## src/rtl/select_pkg.sv

```systemverilog
// select_pkg: shared constants, scheduler state type and the 2-bit select rule
//   NREQ_DEF, W_DEF : default requester count and datapath width
//   state_t         : scheduler FSM states
//   select_fn       : Z = A if (A>B or C<D), else C if C>D, else (A+B) mod 2^W
package select_pkg;
   localparam int NREQ_DEF = 4;
   localparam int W_DEF = 2;
   typedef enum logic [1:0] {IDLE, EVAL, HOLD} state_t;
   function automatic logic [W_DEF-1:0] select_fn(
      input logic [W_DEF-1:0] a, b, c, d
   );
      return (a > b || c < d) ? a : (c > d) ? c : a + b;
   endfunction
endpackage

```

## src/rtl/select_sched_if.sv

```systemverilog
// select_sched_if: requester/consumer bundle of the select scheduler
//   req, op_a..op_d, z_ready : driven by requesters/consumer (master)
//   gnt, z, z_id, z_valid, busy : driven by the scheduler (slave)
interface select_sched_if
   import select_pkg::*;
#(
   parameter int NREQ = NREQ_DEF,
   parameter int W = W_DEF
);
   logic [NREQ-1:0] req;
   logic [NREQ*W-1:0] op_a, op_b, op_c, op_d;
   logic [NREQ-1:0] gnt;
   logic [W-1:0] z;
   logic [$clog2(NREQ)-1:0] z_id;
   logic z_valid;
   logic z_ready;
   logic busy;
   modport master(
      output req, op_a, op_b, op_c, op_d, z_ready,
      input gnt, z, z_id, z_valid, busy
   );
   modport slave(
      input req, op_a, op_b, op_c, op_d, z_ready,
      output gnt, z, z_id, z_valid, busy
   );
endinterface

```

## src/rtl/rr_arbiter.sv

```systemverilog
// rr_arbiter: combinational round-robin pick of the first request at or after ptr
//   req : request vector     ptr : search start index
//   gnt : one-hot winner     idx : winner index (0 when no request)
module rr_arbiter #(
   parameter int NREQ = 4,
   localparam int IW = $clog2(NREQ)
) (
   input logic [NREQ-1:0] req,
   input logic [IW-1:0] ptr,
   output logic [NREQ-1:0] gnt,
   output logic [IW-1:0] idx
);
   always_comb begin
      idx = '0;
      // scan from farthest to nearest so the nearest set bit wins last
      for (int k = NREQ - 1; k >= 0; k--)
         if (req[(int'(ptr) + k) % NREQ]) idx = IW'((int'(ptr) + k) % NREQ);
      gnt = |req ? NREQ'(1) << idx : '0;
   end
endmodule

```

## src/rtl/select_sched.sv

```systemverilog
// select_sched: round-robin shares one registered select datapath among NREQ requesters
//   clk, reset : clock and synchronous active-high reset
//   bus        : req/op_* in, one-hot gnt pulse, z/z_id/z_valid result with z_ready, busy
module select_sched
   import select_pkg::*;
#(
   parameter int NREQ = NREQ_DEF,
   parameter int W = W_DEF,
   localparam int IW = $clog2(NREQ)
) (
   input logic clk,
   input logic reset,
   select_sched_if.slave bus
);
   state_t state;
   logic [IW-1:0] ptr, cap_id, arb_idx;
   logic [NREQ-1:0] arb_gnt;
   logic [W-1:0] ca, cb, cc, cd;
   rr_arbiter #(.NREQ(NREQ)) u_arb (
      .req(bus.req),
      .ptr(ptr),
      .gnt(arb_gnt),
      .idx(arb_idx)
   );
   assign bus.busy = state != IDLE;
   always_ff @(posedge clk) begin
      if (reset) begin
         state <= IDLE;
         ptr <= '0;
         cap_id <= '0;
         ca <= '0;
         cb <= '0;
         cc <= '0;
         cd <= '0;
         bus.gnt <= '0;
         bus.z <= '0;
         bus.z_id <= '0;
         bus.z_valid <= 1'b0;
      end else begin
         case (state)
            IDLE: if (|bus.req) begin
               bus.gnt <= arb_gnt;
               cap_id <= arb_idx;
               ca <= bus.op_a[arb_idx*W +: W];
               cb <= bus.op_b[arb_idx*W +: W];
               cc <= bus.op_c[arb_idx*W +: W];
               cd <= bus.op_d[arb_idx*W +: W];
               state <= EVAL;
            end
            EVAL: begin
               bus.z <= select_fn(ca, cb, cc, cd);
               bus.z_id <= cap_id;
               bus.z_valid <= 1'b1;
               bus.gnt <= '0;
               state <= HOLD;
            end
            HOLD: if (bus.z_ready) begin
               // pointer moves only once the result has been taken
               bus.z_valid <= 1'b0;
               ptr <= cap_id == IW'(NREQ - 1) ? '0 : cap_id + 1'b1;
               state <= IDLE;
            end
            default: state <= IDLE;
         endcase
      end
   end
endmodule

```

## src/flat_wrapper.sv

```systemverilog
// flat-port wrapper written by rule: the top's interface ports become plain ports
module select_sched_flat import select_pkg::*;
#(
   parameter int NREQ = NREQ_DEF,
   parameter int W = W_DEF,
   localparam int IW = $clog2(NREQ)
)
  (clk, reset, bus_req, bus_op_a, bus_op_b, bus_op_c, bus_op_d, bus_z_ready, bus_gnt, bus_z, bus_z_id, bus_z_valid, bus_busy);
  select_sched_if #(.NREQ(NREQ), .W(W)) bus_i ();
  input logic clk;
  input logic reset;
  input wire logic [$bits(bus_i.req)-1:0] bus_req;
  input wire logic [$bits(bus_i.op_a)-1:0] bus_op_a;
  input wire logic [$bits(bus_i.op_b)-1:0] bus_op_b;
  input wire logic [$bits(bus_i.op_c)-1:0] bus_op_c;
  input wire logic [$bits(bus_i.op_d)-1:0] bus_op_d;
  input wire logic [$bits(bus_i.z_ready)-1:0] bus_z_ready;
  output wire logic [$bits(bus_i.gnt)-1:0] bus_gnt;
  output wire logic [$bits(bus_i.z)-1:0] bus_z;
  output wire logic [$bits(bus_i.z_id)-1:0] bus_z_id;
  output wire logic [$bits(bus_i.z_valid)-1:0] bus_z_valid;
  output wire logic [$bits(bus_i.busy)-1:0] bus_busy;
  assign bus_i.req = bus_req;
  assign bus_i.op_a = bus_op_a;
  assign bus_i.op_b = bus_op_b;
  assign bus_i.op_c = bus_op_c;
  assign bus_i.op_d = bus_op_d;
  assign bus_i.z_ready = bus_z_ready;
  assign bus_gnt = bus_i.gnt;
  assign bus_z = bus_i.z;
  assign bus_z_id = bus_i.z_id;
  assign bus_z_valid = bus_i.z_valid;
  assign bus_busy = bus_i.busy;
  select_sched #(.NREQ(NREQ), .W(W)) u_core (.clk(clk), .reset(reset), .bus(bus_i));
endmodule
```

## config.mk

```make
export PLATFORM = sky130hd
export DESIGN_NAME = select_sched_flat
export DESIGN_NICKNAME = d
export VERILOG_FILES = /design/src/rtl/select_pkg.sv /design/src/rtl/select_sched_if.sv /design/src/rtl/rr_arbiter.sv /design/src/rtl/select_sched.sv /design/src/flat_wrapper.sv
export SDC_FILE = /design/constraint.sdc
export NUM_CORES = 1
export LEC_CHECK = 0
export CORE_MARGIN = 4
export CORE_UTILIZATION = 30
export CTS_BUF_LIST = sky130_fd_sc_hd__clkbuf_8
export DETAILED_ROUTE_END_ITERATION = 6
export PLACE_DENSITY = 0.62
export SETUP_SLACK_MARGIN = 0.4
export SYNTH_ARGS = -nofsm -noshare
export SYNTH_HDL_FRONTEND = slang
export SYNTH_SLANG_ARGS = --single-unit
```

## constraint.sdc

```tcl
create_clock -name clk -period 1.4 [get_ports clk]
set_input_delay 0.21 -clock clk [delete_from_list [all_inputs] [get_ports clk]]
set_output_delay 0.21 -clock clk [all_outputs]
set_load 0.1 [all_outputs]
```

==> run summary, run 1 <==
After clock tree synthesis, the clock-pin slew on the worst setup and hold paths is 0.09 ns. Summing all multi-input logic gate instances after layout gives 948.4 sq um. The core region is 4115 sq um. The combinational family with the most area after synthesis was simple AND/OR/NAND/NOR gates.

The post-synthesis sequential area ratio came out at 0.3491. The number of antenna diodes in the final layout is 0. The starting DRC count in detailed routing was 26; the detail-routed via count per cell was 5.095.

Port buffering added 48 buffers. The initial standard-cell utilization of the core is 0.3205. For the post-synthesis net count, the log shows 192. The tools report the headroom to the max-slew limit as 0.7107. The tools report the number of buffers created by CTS as 3. The adder-cell share of the synthesized area is 0.05693. In this run the most critical hold path is launched from u_core.bus.z_id[1]. Per-cell routed wire length: 14.31 um. The first global-routing pass estimated 6.292 mm of wire. The top-area cell type share of the netlist area works out to 0.3491.

Counting instances, the worst hold path has a depth of 2. The floorplan step set the die height to 74.30 um. Arrival time at the worst endpoint: 1.69 ns. The finished layout holds 274 standard cells, fillers aside. Compared with the post-synthesis result, the final layout area differs by 85.39%. The clock period minus final worst setup slack works out to 1.560 ns. The die covers 5520 sq um. The total negative setup slack was -1.707 ns; the number of distinct library cells after synthesis was 35. The critical path is of the reg -> reg type. Clock sink total: 23. In the synthesized netlist, the cells that appear most often are sky130_fd_sc_hd__dfxtp_1 (23), sky130_fd_sc_hd__mux2i_1 (17), sky130_fd_sc_hd__a21oi_1 (15), sky130_fd_sc_hd__nand2_1 (9), sky130_fd_sc_hd__nor2_1 (9).

The average instance area after synthesis is 8.971 sq um, and the count of cells along the worst register-to-register path is 7. The tools report the total placed cells including tap cells as 260. Dividing total power by cell area gives a power density of 972.6 nW/um^2. The cell type with the highest aggregate area in the netlist is sky130_fd_sc_hd__dfxtp_1.

The multiplexer share of the synthesized area works out to 0.1290. The worst hold margin is 0.4816 ns. For this run, the leading register cell type out of synthesis is sky130_fd_sc_hd__dfxtp_1.

Summing all flip-flop and latch instances after layout gives 479.2 sq um. The worst setup path is captured at a flip-flop. Number of synthesized register bits: 23. The path with the worst hold slack has its endpoint at u_core.bus.z_id[1]. Number of standard-cell rows in the floorplan: 23. The tools report the leakage dissipation as 1.025 nW. The logs give 3.920 mm for the wire length reported by the detailed router and 0.176 for the clock share of power. The final reports fail on setup timing. On the worst path, the slowest cell contributes a delay of 0.37 ns. The worst register-to-register path has a setup slack of -0.16 ns. The global placement routability congestion was 0.8542; the number of global-route vias before repair was 1539.

For the overall overflow remaining after global route, the log shows 0. The synthesized design contains 0 enable-type register cells. Walking the worst path, the cells encountered are nand2b_4 > a21oi_2 > a211o_1 > buf_6 > buf_12 > mux2i_1 > o221ai_1.

The tools report the combinational share of power as 0.495. Clock tree synthesis selected as its root buffer the cell sky130_fd_sc_hd__clkbuf_8. The fraction of the mapped netlist area in simple logic gates is 0.2144.

The async set-reset flop share out of synthesis was 0. The final clock period utilization by the worst path came out at 1.114. The count of TritonRoute iterations in the first routing pass came out at 4.

On the critical path, the stage with the largest delay is an instance of sky130_fd_sc_hd__dfxtp_2. The compound-gate portion of the synthesized area is 0.1917. The clock latency of the later-clocked register in the worst-skew pair was 0.26 ns. The tools report the number of pins with negative max-slew slack in the final report as 0. For the gate count of the mapped netlist, the log shows 147.

At the worst endpoint, the required time is 1.53 ns. For the pin with the worst max-slew slack, the measured transition is 0.4340 ns. The tools report the number of I/O pins as 49. The proportion of layout cells with a drive suffix above 1 works out to 0.4241. The worst setup path is launched from a flip-flop. Setup repair after global routing could not meet its margin everywhere.

Worst setup skew after layout: 0.002033 ns. The total number of vias is 1396. The worst-case IR drop observed on VDD is 0.0004487 V. The tools report the total internal power as 1.524 mW.

The startpoint identified for the worst register-to-register timing path is u_core.ptr[0]. The setup slack after layout came out at -0.1599 ns. The largest net degree at the start of global routing was 14; the buffer depth of the longest clock path was 2.

The switching power summed over all nets is 0.8540 mW. The switching power as a share of total power came out at 0.3591. The most common cell in the synthesized netlist is sky130_fd_sc_hd__dfxtp_1.

The critical register-to-register path endpoint was u_core.cb[1]. TritonCTS built the clock tree. Static timing analysis puts the maximum clock frequency at 0.6410 GHz.

For this run, design rule violations remaining after detail routing come to 0. The class of the most critical hold timing path was reg -> reg. Setup violations remaining at the end of the flow were counted as 14. The total of max-cap violations was 0. The flow ran to the end, but the final reports show violations. The synthesized netlist occupies a cell area of 1319 sq um. The logs give 2.378 mW for the total chip power and 0.1447 for the total track usage. The hold violation count in the final report is 0. In this run the remaining antenna-violating nets after routing total 0. The number of warnings issued by yosys came out at 0. The post-route core utilization was 0.5941. X dimension of the die: 74.30 um.

The initial antenna violation count was 0. Fill cells in the final layout number 347. The post-synthesis xor/xnor area fraction came out at 0.006641. The count of H-tree levels built during CTS was 1. The tools report the share of power burned in registers as 0.329.

Detailed placer's ending HPWL: 2.907 mm. The final layout contains 270 nets. By area the synthesized netlist is led by sky130_fd_sc_hd__dfxtp_1 (35%), sky130_fd_sc_hd__mux2i_1 (13%), sky130_fd_sc_hd__a21oi_1 (5.7%), sky130_fd_sc_hd__ha_1 (5.7%), sky130_fd_sc_hd__o221ai_1 (5.3%). Of all nets on the critical path, the largest fanout is 8.
-- routing by layer --
metal | part of all wire | up-vias | wire [um] | GRT usage
met1 | 0.40 | 660 | 1565 | 0.1569
met2 | 0.54 | 39 | 2105 | 0.2795
met5 | 0 | - | 0 | 0
met4 | 0.0099 | 0 | 39 | 0.04941
met3 | 0.054 | 4 | 210 | 0.02568
li1 | - | 693 | - | -
-- how the worst max path moves through the flow --
stage / startpoint / end / slack (ns) / cells past startpoint
2_1_floorplan: u_core.state[0] / u_core.bus.gnt[1] / -0.05 / 4
3_3_place_gp: bus_req[3] / u_core.cc[1] / -0.40 / 6
3_5_place_dp: bus_req[2] / u_core.cc[0] / -0.47 / 7
4_1_cts: u_core.cb[1] / u_core.bus.z[1] / -0.14 / 7
5_1_grt: u_core.cb[1] / u_core.bus.z[1] / -0.23 / 8
6_report: u_core.ptr[0] / u_core.cb[1] / -0.16 / 7
-- through the flow --
| step | area, sq um | setup WS, ns |
|---|---|---|
| 2_1_floorplan | 1383 | -0.04539 |
| 3_3_place_gp | 2157 | -0.4018 |
| 3_5_place_dp | 2157 | -0.4673 |
| 4_1_cts | 2335 | -0.1370 |
| 5_1_grt | 2445 | -0.2334 |
| 6_report | 2445 | -0.1599 |
-- cell type report --
cell class	instances	area share
multi-input cells	110	0.3879
repair buffers	79	0.3593
clock buffers	3	0.01689
flip-flops and latches	23	0.1960
well taps	50	0.02559
clock inverters	1	0.002047
inverters	8	0.01228
-- registers in the layout (all words and copies together), names as in the netlist --
| register | flops |
|---|---|
| u_core.bus.gnt | 4 |
| u_core.bus.z | 2 |
| u_core.bus.z_id | 2 |
| u_core.bus.z_valid | 1 |
| u_core.ca | 2 |
| u_core.cap_id | 2 |
| u_core.cb | 2 |
| u_core.cc | 2 |
| u_core.cd | 2 |
| u_core.ptr | 2 |
| u_core.state | 2 |
-- power by group through the flow --
stage | sequential (mW) | clock, mW | combinational [mW]
floorplan | 0.930 | 0 | 0.463
global placement | 0.793 | 0 | 0.985
detailed placement | 0.795 | 0 | 1.01
CTS | 0.782 | 0.422 | 1.11
global route | 0.792 | 0.449 | 1.26
finish | 0.783 | 0.419 | 1.18
-- critical path: cells and delay by family, from the launching register on --
family | cells | cell delay [ns]
DFF | 1 | 0.37
muxes | 1 | 0.16
AOI/OAI and AO/OA | 3 | 0.48
buffers and inverters | 2 | 0.28
and+or+nand+nor | 1 | 0.14
-- logic make-up after synthesis --
kind of cell | count (synthesis)
buffers and inverters | 14
AND/OR/NAND/NOR | 51
AO/OA/AOI/OAI | 35
adder cells (fa/ha/maj) | 6
flip-flops | 23
multiplexers | 17
XOR/XNOR | 1
-- placed cells by master (no fill, tap or decap), types with 2 or more instances in the layout --
| master | instances |
|---|---|
| sky130_fd_sc_hd__a21oi_2 | 6 |
| sky130_fd_sc_hd__dfxtp_2 | 15 |
| sky130_fd_sc_hd__nor2_4 | 2 |
| sky130_fd_sc_hd__inv_2 | 2 |
| sky130_fd_sc_hd__buf_6 | 10 |
| sky130_fd_sc_hd__or3_1 | 5 |
| sky130_fd_sc_hd__clkbuf_8 | 3 |
| sky130_fd_sc_hd__mux2i_1 | 16 |
| sky130_fd_sc_hd__nand3_2 | 2 |
| sky130_fd_sc_hd__nand2_1 | 7 |
| sky130_fd_sc_hd__dlygate4sd2_1 | 4 |
| sky130_fd_sc_hd__ha_1 | 3 |
| sky130_fd_sc_hd__nand3_1 | 5 |
| sky130_fd_sc_hd__inv_1 | 6 |
| sky130_fd_sc_hd__dfxtp_1 | 8 |
| sky130_fd_sc_hd__o211ai_1 | 2 |
| sky130_fd_sc_hd__buf_12 | 11 |
| sky130_fd_sc_hd__buf_4 | 19 |
| sky130_fd_sc_hd__a21oi_1 | 9 |
| sky130_fd_sc_hd__nand2_2 | 4 |
| sky130_fd_sc_hd__clkdlybuf4s50_1 | 34 |
| sky130_fd_sc_hd__ha_4 | 3 |
| sky130_fd_sc_hd__o221ai_1 | 8 |
| sky130_fd_sc_hd__nand3b_1 | 5 |
| sky130_fd_sc_hd__nor2_1 | 8 |
-- repair_timing --
item,4_1_cts,5_1_grt
hold buffers,0,0
endpoints found under the hold margin,0,0
pin swaps,25,17
endpoints found under the setup margin,33,33
buffers inserted,4,5
gates resized for setup,30,16
gates cloned,1,0
No activity file was read; power rests on OpenSTA's default activity.
==> inputs of run 2 (changes only) <==
--- a/config.mk
+++ b/config.mk
@@ -5,12 +5,12 @@
 export SDC_FILE = /design/constraint.sdc
 export NUM_CORES = 1
 export LEC_CHECK = 0
-export CORE_MARGIN = 4
 export CORE_UTILIZATION = 30
 export CTS_BUF_LIST = sky130_fd_sc_hd__clkbuf_8
 export DETAILED_ROUTE_END_ITERATION = 6
-export PLACE_DENSITY = 0.62
+export PLACE_DENSITY = 0.61
 export SETUP_SLACK_MARGIN = 0.4
 export SYNTH_ARGS = -nofsm -noshare
 export SYNTH_HDL_FRONTEND = slang
+export SYNTH_HIERARCHICAL = 1
 export SYNTH_SLANG_ARGS = --single-unit
==> run 2 against run 1 <==
Against the previous run: the run still ends with setup timing left; non-clock buffer count is 14 higher; clock skew rose by 0.0067 ns; utilization shrank 0.88 points; maximum frequency decreased by 13%; first-iteration DRC count up 100%; die area shrank 10%; synthesized cell count up 8.8%; final cell count rose by 8.4%; largest power group unchanged.
==> run summary, run 2 <==
After global routing, the most crowded layer is met2. Switching power summed over all nets: 0.7701 mW (-9.8%). The beginning of the critical path was u_core/ptr[1]. Maximum fanout along the worst path: 9 (+1). The logs give 160 (+8.8%) for the gate count of the mapped netlist and -0.4031 ns (-0.2431 ns) for the setup slack after layout. Count of flip-flops with a built-in enable after synthesis: 0 (unchanged). The worst hold path begins at bus_z_ready.

For the total internal power, the log shows 1.486 mW (-2.5%). The kind of end point of the critical path was a flip-flop. The final reports fail on setup timing. The area of the die was 4961 sq um (-10%). For the post-synthesis net count, the log shows 205 (+6.8%).

The logs give 0.3183 (-0.002151) for the initial standard-cell utilization of the core and 486.7 sq um (+1.6%) for the area taken by flip-flops and latches. In the synthesized netlist, the cells that appear most often are sky130_fd_sc_hd__nand2_1 (27), sky130_fd_sc_hd__a21oi_1 (23), sky130_fd_sc_hd__dfxtp_1 (23), sky130_fd_sc_hd__inv_1 (10), sky130_fd_sc_hd__nor2_1 (10). The run gives 3.774 mm (-3.7%) as the wire length reported by the detailed router.

For the number of standard-cell rows in the floorplan, the log shows 24 (+4.3%). The tools report the total track usage as 0.1515 (+0.006830). The run gives 0 (unchanged) as the total DRC errors in the routed layout. For the footprint of the multi-input gates, the log shows 918.4 sq um (-3.2%). The tools report the number of distinct library cells after synthesis as 37 (+5.7%). TritonCTS built the clock tree. The run gives 6.168 mm (-2.0%) as the wire length of the first global-routing pass. For the maximum clock rate, the log shows 0.5546 GHz (-13%).

The actual slew at the worst max-slew pin is 0.2564 ns (-0.1775 ns). The worst setup skew after layout was 0.008718 ns (+0.006685 ns); the detail-routed via count per cell was 4.842 (-5.0%). The logs give 2 (unchanged) for the buffer depth of the longest clock path and 1381 (-10%) for the number of global-route vias before repair. The vertical die dimension was 70.44 um (-5.2%). The x dimension of the die was 70.44 um (-5.2%). Category of the critical setup timing path: reg -> reg. For the met3 usage, the log shows 0.005772 (-0.01990). The logs give 0 (unchanged) for the number of pins with negative max-slew slack in the final report and 1.95 ns (+0.26 ns) for the arrival time at the worst endpoint. The cell with the most instances after synthesis is sky130_fd_sc_hd__nand2_1. The most common library cell in the layout ignoring fill and taps was sky130_fd_sc_hd__clkdlybuf4s50_1. By area the synthesized netlist is led by sky130_fd_sc_hd__dfxtp_1 (33%), sky130_fd_sc_hd__mux4_2 (13%), sky130_fd_sc_hd__a21oi_1 (8.2%), sky130_fd_sc_hd__nand2_1 (7.2%), sky130_fd_sc_hd__ha_1 (5.3%). The layout net count came out at 291 (+7.8%). The proportion of layout cells with a drive suffix above 1 was 0.4286 (+0.004464).

The most flop-heavy register was u_core/bus.gnt. The tools report the peak supply drop as 0.0004879 V (+8.7%). For the combinational share of power, the log shows 0.472 (-0.023).

The total placed cells including tap cells is 272 (+4.6%). The starting DRC count in detailed routing is 52 (+100%), and the area growth from synthesis to layout is 83.88%. The overall overflow remaining after global route is 0 (unchanged), and the final clock period utilization by the worst path is 1.288 (+0.1737).

The power density over the cells is 873.3 nW/um^2 (-10%). The met1 capacity usage during global routing was 0.2130 (+0.05615); the total of max-cap violations was 0 (unchanged). The async set-reset flop share out of synthesis was 0 (unchanged). The quantity of I/O buffers inserted on ports works out to 48 (unchanged). The run gives 0 (unchanged) as the number of nets with antenna violations after detailed routing. The tools report the clock latency of the later-clocked register in the worst-skew pair as 0.26 ns (about the same). The clock sink total was 23 (unchanged). The switching power as a share of total power came out at 0.3413 (-0.01782). The tools report the met2 capacity usage during global routing as 0.2434 (-0.03614). The average instance area after synthesis was 8.782 sq um (-2.1%). The number of buffers created by CTS was 3 (unchanged); the total of endpoints with negative setup slack in the final report was 10 (-4). The tools report the headroom to the max-slew limit as 0.8290 (+0.1184). The run finished, with violations left.

The final antenna diode count came out at 0 (unchanged). The total number of vias is 1438 (+3.0%), and the clock slew at the register clock pins of the worst setup and hold paths is 0.09 ns (about the same). Setup repair after global routing could not meet its margin everywhere. The number of flip-flops under the largest register name was 4 (unchanged). The detailed placer's ending HPWL was 2.617 mm (-10%); the count of H-tree levels built during CTS was 1 (unchanged). The tightest min-delay check is of the in -> reg type. The initial antenna violation count was 0 (unchanged). The most used flip-flop cell after synthesis is sky130_fd_sc_hd__dfxtp_1. The worst hold margin came out at 0.2794 ns (-0.2022 ns). Cell type with the highest aggregate area in the netlist: sky130_fd_sc_hd__dfxtp_1.

The area inside the core boundary is 4414 sq um (+7.3%). The filler cell count in the final layout was 380 (+9.5%); the share of power burned in registers was 0.341 (+0.012). The top-area cell type share of the netlist area is 0.3277 (-0.02145), and the netlist area before placement is 1405 sq um (+6.5%).

For the hold violation count in the final report, the log shows 0 (unchanged). Post-synthesis sequential area ratio: 0.3277 (-0.02145). The tools report the launching element type of the critical path as a flip-flop.

The clock period minus final worst setup slack was 1.803 ns (+0.2431 ns); the clock share of power was 0.187 (+0.011). Origin of the critical flop-to-flop path: u_core/ptr[1]. The post-route core utilization came out at 0.5853 (-0.008785). Leakage dissipation: 1.058 nW (+3.3%). The largest net degree at the start of global routing was 24 (+10); the total chip power was 2.256 mW (-5.1%). The logs give 297 (+8.4%) for the final standard cell count with taps included and fillers excluded and 1.55 ns (+0.02 ns) for the required time reported for the critical path endpoint.

The library cells used most frequently in the layout, excluding fill and tap cells, are sky130_fd_sc_hd__clkdlybuf4s50_1 (33), sky130_fd_sc_hd__buf_4 (24), sky130_fd_sc_hd__nand2_1 (23). The number of I/O pins is 49 (unchanged). The count of TritonRoute iterations in the first routing pass was 4 (unchanged). The number of synthesized register bits was 23 (unchanged). The global placement routability congestion is 0.8340 (-2.4%), and the per-cell routed wire length is 12.71 um (-11%).

Number of warnings issued by yosys: 6 (+6). Clock tree root driver cell: sky130_fd_sc_hd__clkbuf_8.
-- run 2: changes by cell type in the layout (fill, tap and decap cells not counted), sizes merged, moves of 3 or more --
cell,previous run,this run
a21oi,15,23
buf,41,54
mux2i,17,6
mux4,0,8
nand2,11,27
nand3,7,4
nand3b,5,2
o21ai,1,4
o221ai,8,0
or3,6,0
-- run 2: final timing paths --
check | endpoint | slack, ns | cells past startpoint
min | u_core/state[1] | 0.28 | 3
min reg2reg | u_core/cc[0] | 0.46 | 2
max | u_core/cd[1] | -0.40 | 7
max reg2reg | u_core/cd[1] | -0.40 | 7
-- run 2: per-layer routing --
metal / wire (um) / up-vias
met3: 103 / 2
met2: 1870 / 34
li1: - / 738
met1: 1766 / 664
met5: 0 / -
met4: 34 / 0
-- run 2: kinds of logic (layout without fill, tap and decap cells) --
kind of cell | after synthesis | after routing | synth area share
AND/OR/NAND/NOR | 55 | 55 | 0.1861
AO/OA/AOI/OAI | 39 | 39 | 0.1701
flip-flops | 23 | 23 | 0.3277
buffers and inverters | 22 | 107 | 0.08548
multiplexers | 14 | 14 | 0.1710
adder cells (fa/ha/maj) | 6 | 6 | 0.05343
XOR/XNOR | 1 | 1 | 0.006234
-- run 2: critical path: stages, from the launching register on --
cell and delay [ns]:
sky130_fd_sc_hd__dfxtp_2 0.37, sky130_fd_sc_hd__mux2i_1 0.18, sky130_fd_sc_hd__o22ai_1 0.09, sky130_fd_sc_hd__a31oi_1 0.15, sky130_fd_sc_hd__buf_4 0.23, sky130_fd_sc_hd__mux4_2 0.53, sky130_fd_sc_hd__nand2_2 0.08, sky130_fd_sc_hd__a21oi_2 0.04
-- run 2: power groups by stage --
stage          Clock (mW)  Sequential [mW]  Combinational (mW)
2_1_floorplan           0            0.900               0.399
3_3_place_gp            0            0.778               0.857
3_5_place_dp            0            0.781               0.864
4_1_cts             0.437            0.769               0.993
5_1_grt             0.469            0.777                1.14
6_report            0.422            0.768                1.07
-- run 2: area by class of cell --
class	instances	share of cell area
repair buffers	93	0.3976
clock inverters	1	0.002906
inverters	10	0.01453
multi-input cells	115	0.3554
clock buffers	3	0.01598
flip-flops and latches	23	0.1884
well taps	52	0.02518
-- run 2: what timing repair did --
item                                   in CTS  in global routing
gates resized for setup                    38                 18
endpoints found under the hold margin       0                  0
pin swaps                                  13                  9
setup endpoints to repair                  30                 32
buffers inserted                           11                  8
hold buffers                                0                  0
cloned                                      1                  1
-- run 2: through the flow --
stage / setup TNS (ns) / instance area, sq um / setup WS (ns)
after floorplan: -4.281 / 1435 / -0.3697
after global placement: -8.596 / 2186 / -0.7466
after detailed placement: -8.806 / 2186 / -0.7614
after CTS: -3.728 / 2457 / -0.4291
after global routing: -4.432 / 2584 / -0.4932
final: -3.483 / 2584 / -0.4031
==> inputs of run 3 (changes only) <==
--- a/config.mk
+++ b/config.mk
@@ -5,6 +5,7 @@
 export SDC_FILE = /design/constraint.sdc
 export NUM_CORES = 1
 export LEC_CHECK = 0
+export ABC_CLOCK_PERIOD_IN_PS = 1500
 export CORE_UTILIZATION = 30
 export CTS_BUF_LIST = sky130_fd_sc_hd__clkbuf_8
 export DETAILED_ROUTE_END_ITERATION = 6
==> constraint.sdc (replaced) <==
create_clock -name clk -period 1.5 [get_ports clk]
set_input_delay 0.225 -clock clk [delete_from_list [all_inputs] [get_ports clk]]
set_output_delay 0.225 -clock clk [all_outputs]
set_load 0.1 [all_outputs]
==> run 3 against run 2 <==
Against the previous run: the flow still finishes with violations (setup timing); clock skew is 0.0072 ns lower; non-clock buffer count is 3 lower; clock power is 11% lower; setup slack better by 0.050 ns; clock-buffer cell count stayed put; combinational power is 7% lower; register-to-register slack better by 0.05 ns.
==> run summary, run 3 (same netlist as run 2, synthesis figures left out) <==
The run finished, with violations left. The final reports fail on setup timing. The number of pins with negative max-slew slack in the final report was 0 (unchanged); the vertical die dimension was 70.44 um (unchanged). The logs give 0 (unchanged) for the initial antenna violation count and 2.00 ns (+0.05 ns) for the arrival time at the worst endpoint.

The logs give 24 (unchanged) for the number of standard-cell rows in the floorplan and -2.987 ns (+0.4958 ns) for the total negative setup slack. The tools report the total of max-cap violations as 0 (unchanged). The run gives 1540 (+12%) as the number of global-route vias before repair. The worst setup path is captured at a flip-flop. The global placement routability congestion is 0.8091 (-3.0%), and the largest net degree at the start of global routing is 24 (unchanged). The logs give 0.5397 GHz (-2.7%) for the maximum clock rate and -0.3529 ns (+0.05015 ns) for the setup slack after layout. The tools report the final antenna diode count as 0 (unchanged). The per-cell routed wire length works out to 13.27 um (+4.4%). Ranked by flip-flop count, first place goes to u_core/bus.gnt. The initial standard-cell utilization of the core was 0.3183 (unchanged); the number of flip-flops under the largest register name was 4 (unchanged). By startpoint and endpoint, the worst setup path is classified as reg -> reg. Leaving out fill and tap cells, the most frequent cells in the layout are sky130_fd_sc_hd__clkdlybuf4s50_1 (34), sky130_fd_sc_hd__buf_4 (24), sky130_fd_sc_hd__a21oi_1 (19).

Clock sink total: 23 (unchanged). TritonCTS built the clock tree. The quantity of I/O buffers inserted on ports works out to 48 (unchanged).

The worst hold margin was 0.4616 ns (+0.1822 ns). Total DRC errors in the routed layout: 0 (unchanged). The tools report the launching element type of the critical path as a flip-flop. The total track usage was 0.1675 (+0.01596); the maximum fanout along the worst path was 5 (-4). The power density over the cells is 804.7 nW/um^2 (-7.9%). The tools report the number of I/O pins as 49 (unchanged). The wire length reported by the detailed router is 3.902 mm (+3.4%). The most common library cell in the layout ignoring fill and taps is sky130_fd_sc_hd__clkdlybuf4s50_1.

Final clock period utilization by the worst path: 1.235 (-0.05262). The required time reported for the critical path endpoint is 1.65 ns (+0.10 ns). The total of endpoints with negative setup slack in the final report is 11 (+1), and the detail-routed via count per cell is 4.980 (+2.8%). The actual slew at the worst max-slew pin works out to 0.2535 ns (-0.002970 ns). The total chip power was 2.097 mW (-7.1%).

For the count of H-tree levels built during CTS, the log shows 1 (unchanged). The tools report the buffer depth of the longest clock path as 2 (unchanged). The area growth from synthesis to layout was 85.49%. The worst hold path belongs to the class reg -> reg. The overall overflow remaining after global route is 0 (unchanged).

The layout net count was 288 (-1.0%). CTS placed an instance of sky130_fd_sc_hd__clkbuf_8 at the clock tree root. For the peak supply drop, the log shows 0.0003397 V (-30%). The starting DRC count in detailed routing was 56 (+7.7%); the area inside the core boundary was 4414 sq um (unchanged). For the count of TritonRoute iterations in the first routing pass, the log shows 4 (unchanged). The headroom to the max-slew limit was 0.8310 (+0.001981); the area of the die was 4961 sq um (unchanged). The x dimension of the die came out at 70.44 um (unchanged).

The worst setup skew after layout is 0.001507 ns (-0.007211 ns), and the clock slew at the register clock pins of the worst setup and hold paths is 0.08 ns (about the same). The number of buffers created by CTS came out at 3 (unchanged). The number of nets with antenna violations after detailed routing was 0 (unchanged). For the total number of vias, the log shows 1464 (+1.8%). The run gives 357 (-6.1%) as the filler cell count in the final layout.

The run gives 0 (unchanged) as the hold violation count in the final report. The logs give 1.066 nW (+0.73%) for the leakage dissipation and 6.817 mm (+11%) for the wire length of the first global-routing pass. Setup repair after global routing could not meet its margin everywhere. The proportion of layout cells with a drive suffix above 1 came out at 0.4959 (+0.06730).

The clock period minus final worst setup slack is 1.853 ns (+0.04985 ns). The detailed placer's ending HPWL is 2.640 mm (+0.86%), and the clock latency of the later-clocked register in the worst-skew pair is 0.26 ns (about the same).
==> run 3: cell type report <==
type                       count  area [sq um]  share of cell area
timing repair buffer          90         965.9              0.3706
clock buffer                   3         41.29             0.01584
multi-input combinational    115          1005              0.3855
inverter                      10         37.54             0.01440
clock inverter                 1         3.754            0.001440
tap                           52         65.06             0.02496
sequential                    23         488.0              0.1872
==> run 3: worst paths after layout <==
check,startpoint,slack (ns),endpoint,cells after the start
min reg2reg,u_core/cd[1],0.46,u_core/cd[1],2
max reg2reg,u_core/ptr[1],-0.35,u_core/ca[1],7
max,u_core/ptr[1],-0.35,u_core/ca[1],7
min,u_core/cd[1],0.46,u_core/cd[1],2
==> run 3: critical path, stage by stage, from the launching register on <==
cell                      delay [ns]
sky130_fd_sc_hd__dfxtp_4        0.37
sky130_fd_sc_hd__mux2i_1        0.18
sky130_fd_sc_hd__o22ai_1        0.10
sky130_fd_sc_hd__a31oi_1        0.22
sky130_fd_sc_hd__buf_4          0.21
sky130_fd_sc_hd__mux4_2         0.52
sky130_fd_sc_hd__nand2_2        0.09
sky130_fd_sc_hd__a21oi_2        0.04
==> run 3: per-layer routing <==
metal,global-route usage,vias to the layer above,share of wire
li1,-,726,-
met3,0.02309,4,0.033
met2,0.2847,35,0.51
met5,0,-,0
met4,0.05333,0,0.0062
met1,0.2174,699,0.45
==> run 3: per-stage QoR <==
step	util	instances	instance area (sq um)	setup WS (ns)
finish	0.5904	294	2606	-0.3529
global route	0.5904	294	2606	-0.4575
CTS	0.5686	288	2510	-0.3346
detailed placement	0.4867	267	2148	-0.6750
global placement	0.4867	267	2148	-0.6629
floorplan	-	160	1433	-0.2697
==> run 3: repair_timing <==
item | 4_1_cts | 5_1_grt
endpoints found under the setup margin | 19 | 22
resized for setup | 60 | 16
buffers inserted | 15 | 6
hold buffers | 0 | 0
pin swaps | 28 | 14
cloned | 2 | 0
==> run 3: power by group <==
group          switching, mW  internal (mW)
clock network          0.191          0.183
registers             0.0545          0.672
logic                  0.475          0.522
